$ cat src/rtl/store_buffer.sv
`default_nettype none
// ============================================================================
// Module   : store_buffer
// Brief    : Word-wide store FIFO ahead of data memory, drains in load-free
//            cycles and forwards youngest matching store to loads.
//            Optional STORE_BUFFER_COALESCE_EN merges same-word pushes.
// Revision : 1.0
// ============================================================================
module store_buffer #(
  parameter int DEPTH  = 4,
  parameter int ADDR_W = 7,
  parameter int DATA_W = 32
) (
  input  logic                     clk,
  input  logic                     rst,
  input  logic                     st_valid,
  output logic                     st_ready,
  input  logic [ADDR_W-1:0]        st_addr,
  input  logic [DATA_W-1:0]        st_data,
  input  logic                     ld_en,
  input  logic [ADDR_W-1:0]        ld_addr,
  output logic [DATA_W-1:0]        ld_data,
  output logic                     ld_hit,
  output logic                     mem_we,
  output logic [ADDR_W-1:0]        mem_addr,
  output logic [DATA_W-1:0]        mem_data,
  input  logic [DATA_W-1:0]        mem_q,
  output logic [$clog2(DEPTH):0]   count,
  output logic                     empty
);

  localparam int PTR_W = $clog2(DEPTH);
  localparam int CNT_W = PTR_W + 1;
  localparam int WA_W  = ADDR_W - 2;
  localparam logic [CNT_W-1:0] C_DEPTH = CNT_W'(DEPTH);
  localparam logic [CNT_W-1:0] C_ONE   = CNT_W'(1);
  localparam logic [PTR_W-1:0] C_PTR_1 = PTR_W'(1);

  logic [WA_W-1:0]   addr_q [DEPTH];
  logic [WA_W-1:0]   addr_d [DEPTH];
  logic [DATA_W-1:0] data_q [DEPTH];
  logic [DATA_W-1:0] data_d [DEPTH];
  logic [PTR_W-1:0]  head_q, head_d;
  logic [PTR_W-1:0]  tail_q, tail_d;
  logic [CNT_W-1:0]  count_q, count_d;

  logic              push;
  logic              pop;
  logic              coalesce;
  logic              alloc;
  logic [WA_W-1:0]   st_wa;
  logic [WA_W-1:0]   ld_wa;
  logic [PTR_W-1:0]  fwd_idx;
  logic              unused_lsbs;

  assign st_wa       = st_addr[ADDR_W-1:2];
  assign ld_wa       = ld_addr[ADDR_W-1:2];
  assign unused_lsbs = ^{st_addr[1:0], ld_addr[1:0]};

  // Ready looks only at the registered count; a same-cycle pop never helps.
  assign st_ready = (count_q < C_DEPTH);
  assign push     = st_valid && st_ready;
  assign pop      = (count_q != '0) && !ld_en;
  assign alloc    = push && !coalesce;
  assign count    = count_q;
  assign empty    = (count_q == '0);

`ifdef STORE_BUFFER_COALESCE_EN
  logic [PTR_W-1:0] youngest;
  assign youngest = tail_q - C_PTR_1;
  // With a single entry being popped this cycle, merging would lose the data.
  assign coalesce = push && (count_q != '0) && (addr_q[youngest] == st_wa) &&
                    !(pop && (count_q == C_ONE));
`else
  assign coalesce = 1'b0;
`endif

  // Memory port: loads own the address bus, otherwise the head drains.
  always_comb begin
    mem_we   = pop;
    mem_addr = '0;
    mem_data = '0;
    if (ld_en) begin
      mem_addr = {ld_wa, 2'b00};
    end else if (pop) begin
      mem_addr = {addr_q[head_q], 2'b00};
      mem_data = data_q[head_q];
    end
  end

  // Walk oldest to youngest so the last match seen is the youngest one.
  always_comb begin
    ld_hit  = 1'b0;
    ld_data = mem_q;
    fwd_idx = '0;
    for (int k = 0; k < DEPTH; k++) begin
      fwd_idx = head_q + PTR_W'(k);
      if ((CNT_W'(k) < count_q) && (addr_q[fwd_idx] == ld_wa)) begin
        ld_hit  = 1'b1;
        ld_data = data_q[fwd_idx];
      end
    end
  end

  always_comb begin
    for (int i = 0; i < DEPTH; i++) begin
      addr_d[i] = addr_q[i];
      data_d[i] = data_q[i];
    end
    head_d  = head_q;
    tail_d  = tail_q;
    if (coalesce) begin
      data_d[tail_q - C_PTR_1] = st_data;
    end else if (push) begin
      addr_d[tail_q] = st_wa;
      data_d[tail_q] = st_data;
      tail_d         = tail_q + C_PTR_1;
    end
    if (pop) begin
      head_d = head_q + C_PTR_1;
    end
    count_d = count_q + CNT_W'(alloc) - CNT_W'(pop);
  end

  always_ff @(posedge clk or posedge rst) begin
    if (rst) begin
      head_q  <= '0;
      tail_q  <= '0;
      count_q <= '0;
      for (int i = 0; i < DEPTH; i++) begin
        addr_q[i] <= '0;
        data_q[i] <= '0;
      end
    end else begin
      head_q  <= head_d;
      tail_q  <= tail_d;
      count_q <= count_d;
      for (int i = 0; i < DEPTH; i++) begin
        addr_q[i] <= addr_d[i];
        data_q[i] <= data_d[i];
      end
    end
  end

endmodule
`default_nettype wire

$ cat config.mk
export PLATFORM = sky130hd
export DESIGN_NAME = store_buffer
export DESIGN_NICKNAME = d
export VERILOG_FILES = /design/src/rtl/store_buffer.sv
export SDC_FILE = /design/constraint.sdc
export NUM_CORES = 1
export LEC_CHECK = 0
export ABC_AREA = 0
export CORE_MARGIN = 2
export CORE_UTILIZATION = 45
export CTS_CLUSTER_DIAMETER = 60
export DETAILED_ROUTE_END_ITERATION = 7
export PLACE_DENSITY_LB_ADDON = 0.12
export SETUP_SLACK_MARGIN = 0.02
export SLEW_MARGIN = 10
export SYNTH_ARGS = -nofsm -noshare
export SYNTH_HDL_FRONTEND = slang
export SYNTH_SLANG_ARGS = --single-unit
$ cat constraint.sdc
create_clock -name clk -period 16.2 [get_ports clk]
set_input_delay 4.05 -clock clk [delete_from_list [all_inputs] [get_ports clk]]
set_output_delay 4.05 -clock clk [all_outputs]
set_load 0.02 [all_outputs]
==> results.md <==
* R2r worst-path depth at 8
* Share of cells above drive strength 1 at 0.296
* Final Hold Vio Count at 0
* Slew @ Worst Pin at ~1.1 ns
* Dpl cell area at 12,900 um^2
* Hold Path Depth at 1
* I/O pin count at 160
* Post-DP HPWL at 19,000 um
* Maximum vdd drop at 114 uV
* GR Overflow Total at 0
* GR met1 Demand/Resource at 0.325
* Starting Density at 0.462
* Total routed wirelength at 31,300 um
* P per Cell Area at 244 nW/um^2
* CTS tree: built
* Skew-Pair Late Insertion Delay at 0.42 ns
* Startpoint types: primary input
* Core region area at 24,500 um^2
* Synth Instances at about 1,100
* Clock slew at the register clock pins of the worst setup and hold paths at 0.06 ns
* GR Layer Usage met3 at 0.0379
* EDFF count, synth at 0
* YS warnings at 0
* FF-to-FF End: count[2]
* Distinct cells, synth at 43
* Layout Nets at 1,227
* Die width at ~160 um
* Post-cts resize count at 0
* DRT iter0 DRCs at 571
* Worst hold endpoint: data_q[109]
* Critical path endpoint category: output port
* Reg2Reg Launch Point: count[0]
* Total Routing Usage GR at 0.243
* Synth Flop Type: dfrtp_1
* # rows at 57
* FILL cells at approximately 2,200
* Slew headroom at 0.243
* Met2 usage at 0.410
* Fmax at between 0.08 and 0.09 GHz
* Number of global-route vias before repair at 8,954
* Final Util at 0.553
* Clock root cell: clkbuf_16
* Mapped Area at 11,300 um^2
* Syn Area/Cell at between 10 and 15 um^2
* Unrepaired setup endpoints after global routing: no
* Vias/cell at 5.99
* DRT Pass-1 Iters at 5
* Slew Viols, Final at 0
* Leakage at around 0.0054 uW
* Sequential fraction of the synthesis area at 0.343
* Area of the die at about 26,000 um^2
* Kind of critical path: in -> out
* CP Max Fanout at 33
* Area Overhead vs Synth at 19.8%
* Pin count of the biggest net entering global routing at 83
* CP Data Required Time at 12.15 ns
* FFs w/ async S/R, synth at 1.00
* Min-delay worst type: reg -> reg
* Worst R2R Setup Slack at between 10 and 15 ns
* Initial antenna violation count at 2
* MaxCap Viol Count at 0
* CTS Buffer Depth at 2
* Sum Neg Setup Slack at 0 ns
* Die span in y at approximately 160 um
* Wire length per cell at 21.3 um
* #FFs+latches synth at 155
* Sink Count at roughly 160
* Antenna Violating Nets Remaining at 0
* Status: complete, no violations
* Worst Clk Skew at approximately 0.0070 ns
* Crit share post-route at 0.745
* Period minus WS final at about 12 ns
* # diodes at 0
* # port buffers at 153
* First-pass GRT wire length at 49,800 um
* Fin area at 13,500 um^2
* Hold_sp: data_q[109]
* Post-CTS Setup Repair Bufs at 0
* TritonCTS Buffers at 17
* Hold_buf cts at 0
* CP arrival at 8.03 ns
* Final setup vio count at 0
* GP Congestion at between 0.7 and 0.8
* Busiest grt layer: met2
* DRC violations left at 0
* Via count at 8,828
* H-tree depth reported by CTS at 4
state kept, by name (all words and copies together) (netlist names):
register	flops
tail_q	2
addr_q	20
count	3
head_q	2
data_q	128
cell usage in the layout (no fill, tap or decap), types with 3 or more instances in the layout:
cell	count
mux2_2	242
dfrtp_1	153
clkdlybuf4s50_1	153
mux2i_1	96
nor2_1	95
o21ai_0	35
nor3_1	33
o31a_1	32
and2_1	31
a22oi_1	30
a221oi_1	30
o21ai_1	28
a211oi_1	24
mux4_2	20
clkbuf_16	17
buf_4	17
xnor2_1	14
nand2_1	11
a211oi_2	8
inv_1	8
ha_1	8
xor2_1	6
a22o_1	5
nand2_2	4
bufinv_16	4
xnor2_2	3
clkbuf_8	3
worst max-delay path by stage:
stage,endpoint,cells after the start,slack (ns),startpoint
after CTS,ld_data[2],8,4.18,ld_addr[6]
after global routing,ld_data[3],8,4.01,ld_addr[6]
after detailed placement,ld_data[3],8,4.19,ld_addr[6]
after global placement,ld_data[3],8,4.21,ld_addr[6]
after floorplan,ld_hit,7,6.42,ld_addr[2]
final,ld_data[3],8,4.12,ld_addr[6]
stage by stage:
stage | hold WS, ns | cells | setup WS, ns | power, uW
5_1_grt | 0.543 | 1473 | 4.01 | 3530
3_3_place_gp | 0.501 | 1441 | 4.21 | 2830
4_1_cts | 0.526 | 1473 | 4.18 | 3310
6_report | 0.525 | 1473 | 4.12 | 3300
3_5_place_dp | 0.510 | 1441 | 4.19 | 2870
2_1_floorplan | 0.492 | 1051 | 6.42 | 2280
power breakdown:
group	internal, uW	switching [uW]	leakage (uW)
registers	587	196	0.00186
clock network	271	161	0.000307
logic	1010	1080	0.00328
critical path, stage by stage:
cell	delay, ns
clkdlybuf4s50_1	0.58
xor2_1	0.26
nor2_4	0.85
and2_1	0.85
buf_4	0.42
a221oi_1	0.12
o31a_1	0.33
clkdlybuf4s50_1	0.55
cell usage after synthesis (2+ instances only):
library cell / n / area (um^2)
o21ai_0: 35 / 175
mux4_2: 20 / 450
nor3_1: 35 / 175
a211oi_1: 24 / 180
o21ai_1: 28 / 140
o311a_1: 2 / 20.0
ha_1: 8 / 100
dfrtp_1: 155 / 3880
and2_1: 31 / 194
a221oi_1: 30 / 263
nand2_1: 15 / 56.3
nand3_1: 2 / 10.0
mux2_2: 242 / 2730
inv_1: 10 / 37.5
xor2_1: 7 / 61.3
a22o_1: 5 / 43.8
o21a_1: 2 / 15.0
buf_6: 9 / 101
buf_1: 2 / 7.51
xnor2_2: 3 / 48.8
a22oi_1: 30 / 225
nor2_1: 96 / 360
o31a_1: 32 / 280
a211oi_2: 8 / 100
nor2b_1: 2 / 12.5
a21bo_2: 2 / 20.0
clkbuf_1: 56 / 210
xnor2_1: 14 / 123
buf_2: 25 / 125
mux2i_1: 96 / 961
buf_4: 12 / 90.1
per-layer routing:
| layer | vias up | wire [um] |
|---|---|---|
| li1 | 4105 | - |
| met1 | 4403 | 13800 |
| met2 | 281 | 15300 |
| met3 | 35 | 1710 |
| met4 | 4 | 420 |
| met5 | - | 23 |
kinds of logic (layout without fill, tap and decap cells):
kind of cell	count (synthesis)	count (layout)	share of synthesized area
muxes	358	358	0.366
AOI/OAI and AO/OA	199	199	0.130
and+or+nand+nor	189	189	0.0782
DFF	155	155	0.343
buffers and inverters	115	213	0.0509
xor gates and xnor gates	24	24	0.0206
adders and majority gates	9	9	0.0106
other	1	2	0.000332
layout make-up:
class	count	area, um^2	share of cell area
multi-input cells	781	6900	0.510
repair buffers	170	1660	0.123
well taps	324	405	0.0299
clock buffers	22	474	0.0350
clock inverters	10	163	0.0120
inverters	11	46.3	0.00342
flip-flops and latches	155	3890	0.287
Note: power is estimated with default switching activity, not from simulation.
